## src/rtl/pll_sup_pkg.sv

```systemverilog
// pll_sup_pkg
// Shared definitions for the PLL lock supervisor: the FSM state encoding
// and the helper used to size its counters.
package pll_sup_pkg;

    typedef enum logic [2:0] {
        PLL_RST,
        WAIT_LOCK,
        STABLE,
        RELEASE,
        RUN,
        FAULT
    } pll_sup_state_t;

    // Width needed to hold the value 0..value.
    function automatic int cnt_width(input int value);
        return (value < 1) ? 1 : $clog2(value + 1);
    endfunction

    function automatic int max2(input int a, input int b);
        return (a > b) ? a : b;
    endfunction

endpackage

```

## src/rtl/sync_2ff.sv

```systemverilog
// sync_2ff
// Generic two-flop bit synchroniser for a single asynchronous level.
// Ports:
//   clk - destination clock
//   rst - synchronous active-high reset, clears both stages
//   d   - asynchronous input
//   q   - synchronised output, two clk cycles behind d
module sync_2ff (
    input  logic clk,
    input  logic rst,
    input  logic d,
    output logic q
);

    logic sync_p0;

    always_ff @(posedge clk) begin
        if (rst) begin
            sync_p0 <= 1'b0;
            q       <= 1'b0;
        end else begin
            sync_p0 <= d;
            q       <= sync_p0;
        end
    end

endmodule

```

## src/rtl/pll_lock_supervisor.sv

```systemverilog
// pll_lock_supervisor
// Pulses the PLL reset, waits for a debounced lock within a timeout
// (retrying a bounded number of times), then releases the downstream
// domain resets one by one in index order. Loss of lock in RELEASE/RUN
// re-asserts every domain reset and restarts the whole sequence.
// Ports:
//   clkin1     - PLL reference clock
//   rst        - synchronous active-high reset
//   pll_lock   - raw PLL lock, asynchronous to clkin1
//   relock_req - single-cycle request to restart from any state
//   pll_rst    - PLL reset, active high
//   domain_rst - per-domain resets, active high
//   locked     - all domains released with a stable lock
//   fault      - lock retries exhausted
//   retry_cnt  - timeouts since the last successful release or relock
//   loss_cnt   - lock-loss events in RELEASE/RUN, saturating at 255
module pll_lock_supervisor
    import pll_sup_pkg::*;
#(
    parameter int NUM_DOMAINS         = 2,
    parameter int RST_PULSE_CYCLES    = 16,
    parameter int LOCK_TIMEOUT_CYCLES = 50000,
    parameter int LOCK_STABLE_CYCLES  = 1024,
    parameter int RELEASE_GAP_CYCLES  = 64,
    parameter int MAX_RETRIES         = 3
) (
    input  logic                   clkin1,
    input  logic                   rst,
    input  logic                   pll_lock,
    input  logic                   relock_req,
    output logic                   pll_rst,
    output logic [NUM_DOMAINS-1:0] domain_rst,
    output logic                   locked,
    output logic                   fault,
    output logic [3:0]             retry_cnt,
    output logic [7:0]             loss_cnt
);

    // One counter is shared by every timed state, so it is sized for the
    // largest of the four intervals.
    localparam int CNT_W = max2(max2(cnt_width(RST_PULSE_CYCLES), cnt_width(LOCK_TIMEOUT_CYCLES)),
                                max2(cnt_width(LOCK_STABLE_CYCLES), cnt_width(RELEASE_GAP_CYCLES)));
    localparam int IDX_W = cnt_width(NUM_DOMAINS);

    localparam logic [CNT_W-1:0] PULSE_LAST   = CNT_W'(RST_PULSE_CYCLES - 1);
    localparam logic [CNT_W-1:0] TIMEOUT_LAST = CNT_W'(LOCK_TIMEOUT_CYCLES - 1);
    localparam logic [CNT_W-1:0] STABLE_LAST  = CNT_W'(LOCK_STABLE_CYCLES - 1);
    localparam logic [CNT_W-1:0] GAP_LAST     = CNT_W'(RELEASE_GAP_CYCLES - 1);
    localparam logic [IDX_W-1:0] IDX_LAST     = IDX_W'(NUM_DOMAINS - 1);
    localparam logic [3:0]       RETRY_MAX    = 4'(MAX_RETRIES);
    localparam logic [NUM_DOMAINS-1:0] ALL_RST = '1;

    logic           lock_s;
    pll_sup_state_t state;
    logic [CNT_W-1:0] cnt;
    logic [IDX_W-1:0] rel_idx;

    sync_2ff u_lock_sync (
        .clk (clkin1),
        .rst (rst),
        .d   (pll_lock),
        .q   (lock_s)
    );

    // Outputs are written alongside each transition so that they always
    // reflect the state being entered on the same edge.
    always_ff @(posedge clkin1) begin
        if (rst) begin
            state      <= PLL_RST;
            cnt        <= '0;
            rel_idx    <= '0;
            pll_rst    <= 1'b1;
            domain_rst <= ALL_RST;
            locked     <= 1'b0;
            fault      <= 1'b0;
            retry_cnt  <= '0;
            loss_cnt   <= '0;
        end else if (relock_req) begin
            // A relock also swallows a simultaneous lock loss.
            state      <= PLL_RST;
            cnt        <= '0;
            pll_rst    <= 1'b1;
            domain_rst <= ALL_RST;
            locked     <= 1'b0;
            fault      <= 1'b0;
            retry_cnt  <= '0;
        end else if ((state == RELEASE || state == RUN) && !lock_s) begin
            state      <= PLL_RST;
            cnt        <= '0;
            pll_rst    <= 1'b1;
            domain_rst <= ALL_RST;
            locked     <= 1'b0;
            if (loss_cnt != 8'hFF) begin
                loss_cnt <= loss_cnt + 8'd1;
            end
        end else begin
            case (state)
                PLL_RST: begin
                    if (cnt == PULSE_LAST) begin
                        state   <= WAIT_LOCK;
                        cnt     <= '0;
                        pll_rst <= 1'b0;
                    end else begin
                        cnt <= cnt + 1'b1;
                    end
                end
                WAIT_LOCK: begin
                    // Lock is checked first so it wins over a same-cycle timeout.
                    if (lock_s) begin
                        state <= STABLE;
                        cnt   <= '0;
                    end else if (cnt == TIMEOUT_LAST) begin
                        cnt     <= '0;
                        pll_rst <= 1'b1;
                        if (retry_cnt == RETRY_MAX) begin
                            state      <= FAULT;
                            fault      <= 1'b1;
                            domain_rst <= ALL_RST;
                        end else begin
                            state     <= PLL_RST;
                            retry_cnt <= retry_cnt + 4'd1;
                        end
                    end else begin
                        cnt <= cnt + 1'b1;
                    end
                end
                STABLE: begin
                    if (!lock_s) begin
                        state <= WAIT_LOCK;
                        cnt   <= '0;
                    end else if (cnt == STABLE_LAST) begin
                        // Domain 0 is released on the edge that enters RELEASE.
                        cnt        <= '0;
                        domain_rst <= ALL_RST << 1;
                        if (NUM_DOMAINS == 1) begin
                            state     <= RUN;
                            locked    <= 1'b1;
                            retry_cnt <= '0;
                        end else begin
                            state   <= RELEASE;
                            rel_idx <= IDX_W'(1);
                        end
                    end else begin
                        cnt <= cnt + 1'b1;
                    end
                end
                RELEASE: begin
                    if (cnt == GAP_LAST) begin
                        cnt <= '0;
                        // Shifting a zero in from the bottom keeps release in index order.
                        domain_rst <= domain_rst << 1;
                        if (rel_idx == IDX_LAST) begin
                            state     <= RUN;
                            locked    <= 1'b1;
                            retry_cnt <= '0;
                        end else begin
                            rel_idx <= rel_idx + 1'b1;
                        end
                    end else begin
                        cnt <= cnt + 1'b1;
                    end
                end
                RUN: begin
                    retry_cnt <= '0;
                end
                FAULT: begin
                    pll_rst    <= 1'b1;
                    fault      <= 1'b1;
                    domain_rst <= ALL_RST;
                end
                default: begin
                    state      <= PLL_RST;
                    cnt        <= '0;
                    pll_rst    <= 1'b1;
                    domain_rst <= ALL_RST;
                    locked     <= 1'b0;
                end
            endcase
        end
    end

endmodule

```

## config.mk

```make
export PLATFORM = sky130hd
export DESIGN_NAME = pll_lock_supervisor
export DESIGN_NICKNAME = d
export VERILOG_FILES = /design/src/rtl/pll_sup_pkg.sv /design/src/rtl/sync_2ff.sv /design/src/rtl/pll_lock_supervisor.sv
export SDC_FILE = /design/constraint.sdc
export NUM_CORES = 1
export LEC_CHECK = 0
export CORE_AREA = 4 4 101 103
export CTS_CLUSTER_SIZE = 14
export DETAILED_ROUTE_END_ITERATION = 10
export DIE_AREA = 0 0 105 107
export HOLD_SLACK_MARGIN = 0.12
export PLACE_DENSITY = 0.45
export SYNTH_ARGS = -nofsm -noshare
export SYNTH_HDL_FRONTEND = slang
export SYNTH_HIERARCHICAL = 1
export SYNTH_SLANG_ARGS = --single-unit
export TNS_END_PERCENT = 10
```

## constraint.sdc

```tcl
create_clock -name clkin1 -period 3.5 [get_ports clkin1]
set_clock_uncertainty 0.15 [all_clocks]
set_input_delay 1.05 -clock clkin1 [delete_from_list [all_inputs] [get_ports clkin1]]
set_output_delay 1.05 -clock clkin1 [all_outputs]
set_load 0.1 [all_outputs]
```

; ---- Yosys cells after proc, flatten, opt, wreduce, memory -nomap -nowiden
; Index checks and enable logic that the tools add are counted.
[word_totals]
regBits = 40
in_bits = 4
output_inout_bits = 17
[op_classes]
add_sub_neg = 4
n_eq_ne = 24
mux = 45
bitwise_logic = 6
reduce_logical = 21
[op_table]
columns = operator, n
row1 = 16-bit two-way mux, 6
row2 = 16-bit one-hot mux with 5 select lines, 1
row3 = 3-bit two-way mux, 8
row4 = 7-bit AND reduction, 3
row5 = 2-bit two-way mux, 10
row6 = 4-bit two-way mux, 5
row7 = "16-bit by 1-bit adder with 16-bit output, second input constant", 1
row8 = "16-bit by 10-bit equality test with 1-bit output, second input constant", 1
row9 = "16-bit equality test, second input constant", 1
row10 = "16-bit by 4-bit equality test with 1-bit output, second input constant", 1
row11 = "16-bit by 6-bit equality test with 1-bit output, second input constant", 1
row12 = 3-bit one-hot mux with 5 select lines, 1
row13 = "2-bit inequality test, second input constant", 7
row14 = 4-bit one-hot mux with 3 select lines, 1
row15 = "8-bit by 1-bit adder with 8-bit output, second input constant", 1
row16 = 1-bit two-way mux, 8
row17 = "8-bit inequality test, second input constant", 1
row18 = 2-bit one-hot mux with 4 select lines, 1
row19 = "3-bit by 2-bit equality test with 1-bit output, second input constant", 2
row20 = "3-bit equality test, second input constant", 2
row21 = "2-bit by 1-bit inequality test with 1-bit output, second input constant", 3
row22 = 1-bit inverter, 6
row23 = 3-bit AND reduction, 2
row24 = 6-bit AND reduction, 1
row25 = 21 further kinds, 26

; ---- Depth between registers and ports, before layout
; Gate-level depths: netlist of run 1.
[depth]
depth_word = 5
mapped_depth = 8
mapped_depth_nobuf = 7

; ---- Cells and area by module
; The synthesis of run 1 kept the hierarchy.
[modules_own_cells]
columns = mod, instances, cells_each, area_per_inst_um2, seq_area_each_um2
row1 = pll_lock_supervisor, 1, 281, 2208.4, 760.7
row2 = sync_2ff, 1, 4, 52.6, 40.0

; ---- Worst setup path after synthesis of run 1
; No wires, ideal clock.
[synth_timing]
kind = register to register
startpoint = reg retry_cnt[0]
endpoint = reg retry_cnt[2]
setup_time_ns = 0.117
arrival_ns = 2.628
required_time_ns = 3.233
path_slack_ns = 0.604
path_stages_with_launch = 9
cell_sequence = dfxtp_1 > ha_1 > or3b_2 > a31oi_1 > o21ai_0 > and3_1 > buf_2 > and2_1 > a32o_1
[synth_between]
elab_chain_len = 5
elab_cells_between_ends = 8
[synth_lines]
columns = item, line_no
row1 = start: declaration, pll_lock_supervisor.sv:35  ; output logic [3:0] retry_cnt,
row2 = start signal: assignment, pll_lock_supervisor.sv:121  ; retry_cnt <= retry_cnt + 4'd1;
row3 = 4-bit by 1-bit adder with 4-bit output, pll_lock_supervisor.sv:121
row4 = 4-bit two-way mux, pll_lock_supervisor.sv:115  ; if (retry_cnt == RETRY_MAX) begin
row5 = 4-bit two-way mux, pll_lock_supervisor.sv:112  ; end else if (cnt == TIMEOUT_LAST) begin
row6 = 4-bit two-way mux, pll_lock_supervisor.sv:109  ; if (lock_s) begin
row7 = 4-bit one-hot mux with 3 select lines, pll_lock_supervisor.sv:97  ; case (state)
; Parallel ways exist; a longest one is shown, timed or not. The select of a mux whose other input is x is not followed.
; A chain may end at the register's enable or synchronous reset.

; ---- Final worst setup path of run 1
[layout_timing]
startpoint = reg cnt[0]
endpoint = reg retry_cnt[2]
[layout_between]
elab_chain_len = 3
elab_cells_between_ends = 5
[layout_lines]
columns = item, line_no
row1 = start: declaration, pll_lock_supervisor.sv:55  ; logic [CNT_W-1:0] cnt;
row2 = start signal: assignment, pll_lock_supervisor.sv:104  ; cnt <= cnt + 1'b1;
row3 = start signal: assignment, pll_lock_supervisor.sv:124  ; cnt <= cnt + 1'b1;
row4 = start signal: assignment, pll_lock_supervisor.sv:144  ; cnt <= cnt + 1'b1;
row5 = 16-bit by 6-bit equality test with 1-bit output / 16-bit equality test (equally long branches), "pll_lock_supervisor.sv:148, pll_lock_supervisor.sv:112"
row6 = 2-bit by 1-bit inequality test with 1-bit output (no line) / 2-bit inequality test (equally long branches), n/a
row7 = 7-bit AND reduction (no line) *, n/a
; Mark *: on every way between the ends. The rest lies on a longest branch, timed or not.

==> flow_metrics.py, run 1 <==
metrics = {
    "status": {
        "status": "complete, no violations",
    },
    "critical_path": {
        "critPathLaunch": "cnt[0]",
        "worst_setup_path_start_kind": "flip-flop",
        "worst-r2r-cell-count": 7,
        "ff2ff_setup_slack_ns": 0.68,
        "timing.critical_path.to_type": "flip-flop",
        "r2r_end": "retry_cnt[2]",
        "crit_arrival_ns": 2.86,
        "path_max_fanout": 9,
        "crit_required_ns": 3.53,
        "critPathKind": "flip-flop to flip-flop",
        "r2r_start": "cnt[0]",
    },
    "synth": {
        "mean_cell_area_of_the_mapped_netlist_um2": 7.93,
        "synth_area_leaders": "dfxtp_1 35%, nand2_1 4.5%, nor2_1 4.5%",
        "synth_warnings": 6,
        "synthesis.nets": 293,
        "edff_count_synth": 0,
        "postSynthCellCount": 285,
        "synth_area_leader_cell": "dfxtp_1",
        "most_repeated_cell_in_the_gate_level_netlist_after_synthesis": "dfxtp_1",
        "seq_area_frac_synth_pct": 35.4,
        "top_cell_types_by_occurrence_after_synthesis": "40 x dfxtp_1, 27 x nand2_1, 27 x nor2_1, 16 x o21ai_0, 14 x a21oi_1",
        "postSynth.asyncResetShare_pct": 0,
        "synth_largest_type_area_fraction_pct": 35.4,
        "synth-seq-cells": 40,
        "synthFlopType": "dfxtp_1",
        "mappedNetlistArea_um2": 2260,
        "synth.distinct_cells": 48,
    },
    "clock_tree": {
        "max-clock-path-buffers": 2,
        "post-cts-setup-buffers": 0,
        "cts_tree": "built",
        "worst_skew_pair.late_latency_ns": 0.30,
        "clkSlewWorstSetupHoldPaths_ns": 0.09,
        "cts.sinks": 40,
        "cts_max_level": 2,
        "cts_resized": 0,
        "cts_hold_buf": 0,
        "clockRootBuffer": "clkbuf_8",
        "tritoncts.num_buffers": 5,
    },
    "hold_path": {
        "hold_depth": 1,
        "min-delay-path-class": "flip-flop to flip-flop",
        "end_point_of_the_worst_hold_path": "u_lock_sync/q",
        "holdCritStartpoint": "u_lock_sync/sync_p0",
    },
    "placement": {
        "post-dp-hpwl_um": 4560,
        "numPlacedInstances": 410,
        "gp_routability_congestion": 0.779,
        "port_buffers": 20,
    },
    "routing": {
        "initial_drc_count": 81,
        "detail_route.vias_per_cell": 5.10,
        "detail_route.wl_per_cell_um": 14.9,
        "detail_route.wirelength_um": 6220,
        "tritonroute_pass_1_iters": 4,
        "detailroute.via_count": 2132,
        "detail_route.drc_violations": 0,
        "antenna_violating_nets_post_route": 0,
    },
    "timing": {
        "worst_pin_slew_ns": 0.603,
        "slew_viols_final": 0,
        "grt_setup_unrepaired": "false",
        "finalCriticalPeriod_ns": 2.82,
        "maxClockFrequency_ghz": 0.354,
        "final_min_period_over_clock_period_pct": 80.6,
        "timing.setup.tns_ns": 0,
        "hold_violation_count_in_the_final_report": 0,
        "slew-limit-headroom_pct": 59.8,
        "setup_viol_count_final": 0,
    },
    "final_layout": {
        "area_of_combinational_cells_with_multiple_inputs_um2": 1380,
        "final_core_util_pct": 29.0,
        "area_growth_syn_to_layout_pct": 18.2,
        "finish.net_count": 314,
        "fin_cells": 418,
        "regArea_um2": 801,
        "post_route_cells_drive_above_1_share_pct": 14.0,
        "antenna_cells": 0,
        "number_of_filler_cells_placed_in_the_layout": 1023,
    },
    "job": {
        "cap_violations": 0,
    },
    "pwr": {
        "power.share.sequential_pct": 53.1,
        "combinationalPowerShare_pct": 2.9,
        "finalPower_uw": 870,
        "static-leakage-power_uw": 0.000964,
        "intPower_uw": 680,
        "power.share.switching_pct": 21.9,
        "netSwitchingPower_uw": 190,
        "p_clk_share_pct": 44.0,
        "worst_ir_drop_vdd_v": 0.000112,
        "p_per_area_nw_per_um2": 326,
    },
    "global_routing": {
        "grt-ovfl-total": 0,
        "track_usage_pct": 11.4,
        "grt_start_max_net_pins": 22,
        "antenna_found_initial": 0,
        "global_route_wire_length_before_repair_um": 10700,
        "first_global_vias": 2079,
    },
    "floorplanning": {
        "starting_density_of_the_core_pct": 24.6,
        "die_height_um": 107,
        "rows": 35,
        "floorplan.die_area_um2": 11200,
        "io-pin-count": 21,
        "core_area_um2": 9200,
        "die_width_um": 105,
    },
}
-- sequential cells by signal, summed over array words and instances, names as in the netlist --
| name | count |
|---|---|
| cnt | 16 |
| fault | 1 |
| rel_idx | 2 |
| u_lock_sync/q | 1 |
| u_lock_sync/sync_p0 | 1 |
| retry_cnt | 4 |
| domain_rst | 2 |
| locked | 1 |
| loss_cnt | 8 |
| state | 3 |
| pll_rst | 1 |
-- power by group through the flow --
stage,Sequential [µW],Clock (µW),Combinational [µW]
final,462,383,25.5
after global routing,462,413,29.0
after CTS,462,392,26.2
after detailed placement,472,0,26.1
after global placement,472,0,26.0
after floorplan,470,0,14.4
-- metal layers --
metal	GRT usage (%)	up-vias	wire length [µm]
li1	-	1095	-
met1	15.4	1000	3130
met2	18.7	35	2860
met3	2.35	2	191
met4	2.81	0	38
met5	0	-	0
-- cells in the final DEF, fill, tap and decap left out, drive strengths merged, types with 5 or more instances in the layout --
master / netlist / final
nor2: 27 / 27
a31oi: 6 / 6
nand2: 27 / 27
and2: 5 / 5
or2: 6 / 6
nor4: 7 / 7
and3: 7 / 7
clkbuf: 13 / 6
a21oi: 14 / 14
mux2i: 5 / 5
o21ai: 18 / 18
nor2b: 7 / 7
dfxtp: 40 / 40
buf: 1 / 25
nand3: 12 / 12
nor3: 7 / 7
o211ai: 8 / 8
inv: 6 / 6
xor2: 8 / 8
nand4: 8 / 8
-- worst max-delay path by stage --
stage	cells past startpoint	to	slack, ns
2_1_floorplan	8	retry_cnt[2]	0.60
3_3_place_gp	7	cnt[11]	0.62
3_5_place_dp	7	cnt[11]	0.55
4_1_cts	7	retry_cnt[2]	0.69
5_1_grt	7	domain_rst[0]	0.56
6_report	7	retry_cnt[2]	0.68
-- cell type report --
cell class | count | share of cell area [%]
Multi-Input combinational cell | 225 | 51.8
Sequential cell | 40 | 30.0
Timing Repair Buffer | 28 | 8.15
Tap cell | 111 | 5.20
Clock buffer | 6 | 2.72
Clock inverter | 2 | 1.31
Inverter | 6 | 0.843
-- metrics by stage --
| step | instance area (µm²) | hold WS (ns) | setup WS (ns) |
|---|---|---|---|
| 2_1_floorplan | 2260 | 0.264 | 0.604 |
| 3_3_place_gp | 2560 | 0.268 | 0.620 |
| 3_5_place_dp | 2560 | 0.278 | 0.549 |
| 4_1_cts | 2670 | 0.296 | 0.693 |
| 5_1_grt | 2670 | 0.322 | 0.565 |
| 6_report | 2670 | 0.292 | 0.677 |
-- kinds of logic (layout without fill, tap and decap cells) --
| logic type | Yosys count | after routing | share of synthesized area [%] |
|---|---|---|---|
| adders and majority gates | 4 | 4 | 2.21 |
| DFF | 40 | 40 | 35.4 |
| xor gates and xnor gates | 10 | 10 | 3.87 |
| muxes | 5 | 5 | 2.21 |
| AOI/OAI and AO/OA | 71 | 71 | 20.0 |
| buffers and inverters | 20 | 42 | 3.38 |
| and+or+nand+nor | 135 | 135 | 32.9 |
-- worst max-delay path, cell delays in order (launching register included) --
cell and delay [ns]:
dfxtp_1 0.44, ha_1 0.25, nand3_1 0.30, or4_4 0.62
o31ai_1 0.21, and3_1 0.32, o21ai_0 0.14, a32o_1 0.28
Note: power is estimated with default switching activity, not from simulation.
==> inputs of run 2 (changes only) <==
Clock period 3.5 ns to 2.72 ns, I/O delays scaled along.
==> run 2 against run 1 <==
Against the previous run: fmax rose by 8.5%; final cell count rose by 5.5%; hold slack improved by 0.00076 ns; total power rose by 30%; highest routed layer unchanged; largest cell class unchanged; non-clock buffer count rose by 23; critical path depth fell by 1; critical path type unchanged; clock-buffer cell count did not move; largest power group unchanged; combinational power rose by 62%.
==> flow_metrics.py, run 2 (synthesis gave the netlist of run 1 again) <==
metrics = {
    "status": {
        "status": "complete, no violations",
    },
    "final_layout": {
        "final_area_um2": 2850,
        "area_growth_syn_to_layout_pct": 26.2,
        "most-common-layout-cells": "48 x buf_4, 38 x dfxtp_1, 27 x nor2_1, 27 x nand2_1, 16 x o21ai_0",
        "finish.net_count": 337,
        "most_common_cell_after_layout_fill_and_taps_aside": "buf_4",
        "largest_registers": "cnt x16, loss_cnt x8, retry_cnt x4",
        "post_route_cells_drive_above_1_share_pct": 20.9,
        "largest_reg_flops": 16,
        "top_register_by_number_of_flip_flops": "cnt",
        "antenna_cells": 0,
    },
    "timing": {
        "layout_setup_ws_ns": 0.118,
        "grt_setup_unrepaired": "false",
        "final_min_period_over_clock_period_pct": 95.7,
        "finalCriticalPeriod_ns": 2.60,
        "worst_hold_slack_ns": 0.293,
        "setup_viol_count_final": 0,
        "hold_violation_count_in_the_final_report": 0,
        "slew_viols_final": 0,
        "worst_pin_slew_ns": 0.575,
        "slew-limit-headroom_pct": 61.5,
        "maxClockFrequency_ghz": 0.384,
        "timing.setup.tns_ns": 0,
    },
    "global_routing": {
        "grt-ovfl-total": 0,
        "global_route_wire_length_before_repair_um": 11100,
        "antenna_found_initial": 0,
        "first_global_vias": 2230,
        "track_usage_pct": 12.1,
        "gr_util_met3_pct": 2.41,
        "grt_util_met1_pct": 15.8,
        "global_route.peak_usage_layer": "met2",
        "grt_start_max_net_pins": 15,
        "grt.met2_usage_pct": 19.6,
    },
    "clock_tree": {
        "cts_hold_buf": 0,
        "cts_tree": "built",
        "tritoncts.num_buffers": 5,
        "clockRootBuffer": "clkbuf_8",
        "cts.sinks": 40,
        "clkSlewWorstSetupHoldPaths_ns": 0.08,
        "worst_skew_pair.late_latency_ns": 0.30,
        "cts_max_level": 2,
        "max-clock-path-buffers": 2,
    },
    "critical_path": {
        "crit_arrival_ns": 2.65,
        "r2r_end": "retry_cnt[2]",
        "worst-r2r-cell-count": 6,
        "path_max_fanout": 5,
        "crit_required_ns": 2.77,
        "r2r_start": "cnt[10]",
        "timing.critical_path.to_type": "flip-flop",
        "critPathKind": "flip-flop to flip-flop",
        "ff2ff_setup_slack_ns": 0.12,
        "worst_setup_path_start_kind": "flip-flop",
    },
    "floorplanning": {
        "starting_density_of_the_core_pct": 24.6,
        "core_area_um2": 9200,
        "die_width_um": 105,
        "floorplan.die_area_um2": 11200,
        "io-pin-count": 21,
        "rows": 35,
        "die_height_um": 107,
    },
    "placement": {
        "pre_cts_slack_ns": 0.0956,
        "post-dp-hpwl_um": 4900,
        "postPlaceCellArea_um2": 2740,
        "port_buffers": 20,
        "gp_routability_congestion": 0.840,
    },
    "hold_path": {
        "min-delay-path-class": "flip-flop to flip-flop",
        "hold_depth": 1,
        "end_point_of_the_worst_hold_path": "u_lock_sync/q",
        "holdCritStartpoint": "u_lock_sync/sync_p0",
    },
    "pwr": {
        "p_per_area_nw_per_um2": 397,
        "worst_ir_drop_vdd_v": 0.000151,
        "p_clk_share_pct": 44.1,
        "power.share.sequential_pct": 52.2,
        "netSwitchingPower_uw": 254,
        "finalPower_uw": 1130,
        "intPower_uw": 880,
        "combinationalPowerShare_pct": 3.7,
        "power.share.switching_pct": 22.4,
        "static-leakage-power_uw": 0.00108,
    },
    "routing": {
        "detail_route.drc_violations": 0,
        "antenna_violating_nets_post_route": 0,
        "tritonroute_pass_1_iters": 5,
        "detail_route.vias_per_cell": 5.09,
        "detail_route.wl_per_cell_um": 14.7,
        "initial_drc_count": 126,
        "detail_route.wirelength_um": 6500,
        "detailroute.via_count": 2243,
    },
    "job": {
        "cap_violations": 0,
    },
}
==> run 2: timing repair <==
item | in CTS | in global routing
resized for setup | 0 | 1
buffers inserted | 0 | 0
endpoints found under the setup margin | 0 | 1
==> run 2: layer usage <==
layer / up-vias / share of wire (%)
met2: 41 / 47
li1: 1144 / -
met1: 1050 / 48
met3: 8 / 3.6
met4: 0 / 1.5
met5: - / 0
==> run 2: final cells by class <==
| type | count | area, µm² |
|---|---|---|
| fill | 986 | 6340 |
| clock buffer | 6 | 72.6 |
| tap | 111 | 139 |
| clock inverter | 2 | 35.0 |
| timing repair buffer | 51 | 390 |
| multi-input combinational | 225 | 1390 |
| sequential | 40 | 803 |
| inverter | 6 | 22.5 |
==> run 2: worst max-delay path, cell delays in order, from the launching register on <==
cell and delay [ns]:
dfxtp_1 0.32, or4_4 0.53, or4_4 0.57, o31ai_1 0.20, and3_1 0.32, o21ai_0 0.14
a32o_1 0.27
==> run 2: through the flow <==
step           instances  utilization, %
6_report             441            31.0
5_1_grt              441            31.0
4_1_cts              441            31.0
3_5_place_dp         433            29.8
3_3_place_gp         433            29.8
2_1_floorplan        285               -
==> run 2: worst max path at each step <==
| stage | slack (ns) | end | cells past startpoint | from |
|---|---|---|---|---|
| CTS | 0.11 | retry_cnt[2] | 6 | cnt[10] |
| global route | 0.008 | retry_cnt[2] | 7 | cnt[1] |
| floorplan | 0.15 | loss_cnt[4] | 7 | loss_cnt[0] |
| finish | 0.12 | retry_cnt[2] | 6 | cnt[10] |
| detailed placement | 0.1 | cnt[11] | 7 | relock_req |
| global placement | 0.12 | cnt[8] | 6 | relock_req |
==> run 2: power groups by stage <==
stage                     clock network [µW]  logic [µW]  registers (µW)
after global routing                     536        45.8             593
after CTS                                518        41.6             592
after global placement                     0        41.5             606
final                                    500        41.4             592
after detailed placement                   0        41.3             606
after floorplan                            0        18.5             605
==> inputs of run 3 (changes only) <==
Settings changed: CORE_AREA 4 4 101 103 to 2 2 99 101, DIE_AREA 0 0 105 107 to 0 0 101 103.
==> run 3 against run 2 <==
Against the previous run: final cell count stayed put; sequential power hardly changed; core utilization is 1.3 points lower; setup slack better by 0.041 ns; sequential cell count stayed put; first-iteration DRC count is 18% higher; highest routed layer unchanged.
==> flow_metrics.py, run 3 (synthesis gave the netlist of run 1 again) <==
metrics = {
    "routing": {
        "antenna_violating_nets_post_route": 0,
        "detail_route.vias_per_cell": 5.15,
        "detail_route.wirelength_um": 6650,
        "initial_drc_count": 149,
        "detail_route.drc_violations": 0,
        "detailroute.via_count": 2272,
        "tritonroute_pass_1_iters": 4,
        "detail_route.wl_per_cell_um": 15.1,
    },
    "pwr": {
        "netSwitchingPower_uw": 237,
        "worst_ir_drop_vdd_v": 0.000166,
        "power.share.switching_pct": 22.6,
        "intPower_uw": 814,
        "p_per_area_nw_per_um2": 373,
        "power.share.sequential_pct": 56.3,
        "p_clk_share_pct": 39.8,
        "finalPower_uw": 1050,
        "combinationalPowerShare_pct": 3.9,
        "static-leakage-power_uw": 0.00106,
    },
    "hold_path": {
        "hold_depth": 1,
        "min-delay-path-class": "flip-flop to flip-flop",
    },
    "critical_path": {
        "cp_num_cells": 6,
        "worst-path-buf-inv": 0,
        "crit_arrival_ns": 2.64,
        "critical-path-slowest-cell": "or4_4",
        "crit_required_ns": 2.79,
        "cp_common_cell": "or4_4",
        "worst_path_largest_cell_delay_ns": 0.59,
        "path_max_fanout": 4,
        "worst-r2r-cell-count": 6,
        "critPathKind": "flip-flop to flip-flop",
        "crit_chain": "or4_4 -> or4_4 -> mux2i_1 -> nand3_1 -> or4_1 -> a21oi_1",
        "timing.critical_path.max_delay_family": "simple AND/OR/NAND/NOR gates",
        "worst_setup_path_start_kind": "flip-flop",
        "timing.critical_path.to_type": "flip-flop",
    },
    "floorplanning": {
        "die_height_um": 103,
        "io-pin-count": 21,
        "rows": 36,
        "floorplan.die_area_um2": 10400,
        "starting_density_of_the_core_pct": 23.9,
        "core_area_um2": 9460,
        "die_width_um": 101,
    },
    "job": {
        "cap_violations": 0,
    },
    "timing": {
        "slew-limit-headroom_pct": 66.2,
        "setup_viol_count_final": 0,
        "grt_setup_unrepaired": "false",
        "timing.setup.tns_ns": 0,
        "final_min_period_over_clock_period_pct": 94.2,
        "slew_viols_final": 0,
        "layout_setup_ws_ns": 0.158,
        "worst_pin_slew_ns": 0.506,
        "hold_violation_count_in_the_final_report": 0,
        "finalCriticalPeriod_ns": 2.56,
        "maxClockFrequency_ghz": 0.390,
    },
    "global_routing": {
        "grt_start_max_net_pins": 15,
        "antenna_found_initial": 0,
        "global_route_wire_length_before_repair_um": 11500,
        "first_global_vias": 2275,
        "grt-ovfl-total": 0,
        "track_usage_pct": 13.8,
    },
    "clock_tree": {
        "worst_skew_pair.late_latency_ns": 0.29,
        "cts.sinks": 40,
        "cts_tree": "built",
        "max-clock-path-buffers": 2,
        "cts_max_level": 2,
        "clockRootBuffer": "clkbuf_8",
        "clkSlewWorstSetupHoldPaths_ns": 0.08,
        "tritoncts.num_buffers": 5,
    },
    "final_layout": {
        "number_of_filler_cells_placed_in_the_layout": 1055,
        "largest_reg_flops": 16,
        "largest_registers": "cnt x16, loss_cnt x8, retry_cnt x4",
        "top_register_by_number_of_flip_flops": "cnt",
        "area_of_combinational_cells_with_multiple_inputs_um2": 1390,
        "area_growth_syn_to_layout_pct": 24.5,
        "regArea_um2": 803,
        "finish.net_count": 334,
        "most_common_cell_after_layout_fill_and_taps_aside": "buf_4",
        "most-common-layout-cells": "45 x buf_4, 38 x dfxtp_1, 27 x nor2_1, 27 x nand2_1, 15 x o21ai_0",
        "antenna_cells": 0,
        "post_route_cells_drive_above_1_share_pct": 19.9,
    },
    "placement": {
        "pre_cts_slack_ns": 0.103,
        "gp_routability_congestion": 0.812,
        "port_buffers": 20,
        "post-dp-hpwl_um": 4960,
    },
    "status": {
        "status": "complete, no violations",
    },
}
==> run 3: cell types whose count changed in the layout (fill, tap and decap cells not counted), sizes merged <==
cell	before	now
buf	48	45
bufinv	1	0
clkbuf	6	8
clkinv	1	0
==> run 3: through the flow <==
step                      util, %  instances  hold slack, ns  instance area (µm²)
after floorplan                 -        285           0.264                 2260
after global placement       28.8        433           0.270                 2720
after detailed placement     28.8        433           0.280                 2720
after CTS                    29.7        441           0.299                 2810
after global routing         29.8        441           0.337                 2820
final                        29.8        441           0.296                 2820
==> run 3: area by class of cell <==
| cell class | count | area share (%) |
|---|---|---|
| repair buffers | 48 | 13.1 |
| inverters | 6 | 0.800 |
| multi-input cells | 225 | 49.3 |
| clock buffers | 8 | 3.20 |
| flip-flops and latches | 40 | 28.5 |
| well taps | 114 | 5.07 |
==> run 3: layer usage <==
metal  vias to the layer above  GRT usage [%]  share of wire [%]
met2                        47           22.5                 46
met5                         -              0                  0
li1                       1134              -                  -
met3                        11           2.92                4.3
met4                         0           5.61                2.1
met1                      1080           17.9                 47
==> run 3: repair_timing <==
| item | in CTS | in global routing |
|---|---|---|
| endpoints found under the setup margin | 0 | 4 |
| hold buffers | 0 | 0 |
| hold endpoints to repair | 0 | 0 |
| buffers inserted | 0 | 0 |
| resized for setup | 0 | 2 |
==> run 3: power groups by stage <==
stage | logic [µW] | clock network, µW | registers [µW]
floorplan | 18.5 | 0 | 605
global placement | 40.9 | 0 | 606
detailed placement | 40.7 | 0 | 606
CTS | 40.7 | 440 | 592
global route | 45.2 | 462 | 593
finish | 40.5 | 418 | 592
==> run 3: worst paths after layout <==
path	slack [ns]	from	end
worst min register to register	0.30	u_lock_sync/sync_p0	u_lock_sync/q
worst min-delay path	0.30	u_lock_sync/sync_p0	u_lock_sync/q
worst max-delay path	0.16	cnt[10]	rel_idx[1]
worst max register to register	0.16	cnt[10]	rel_idx[1]
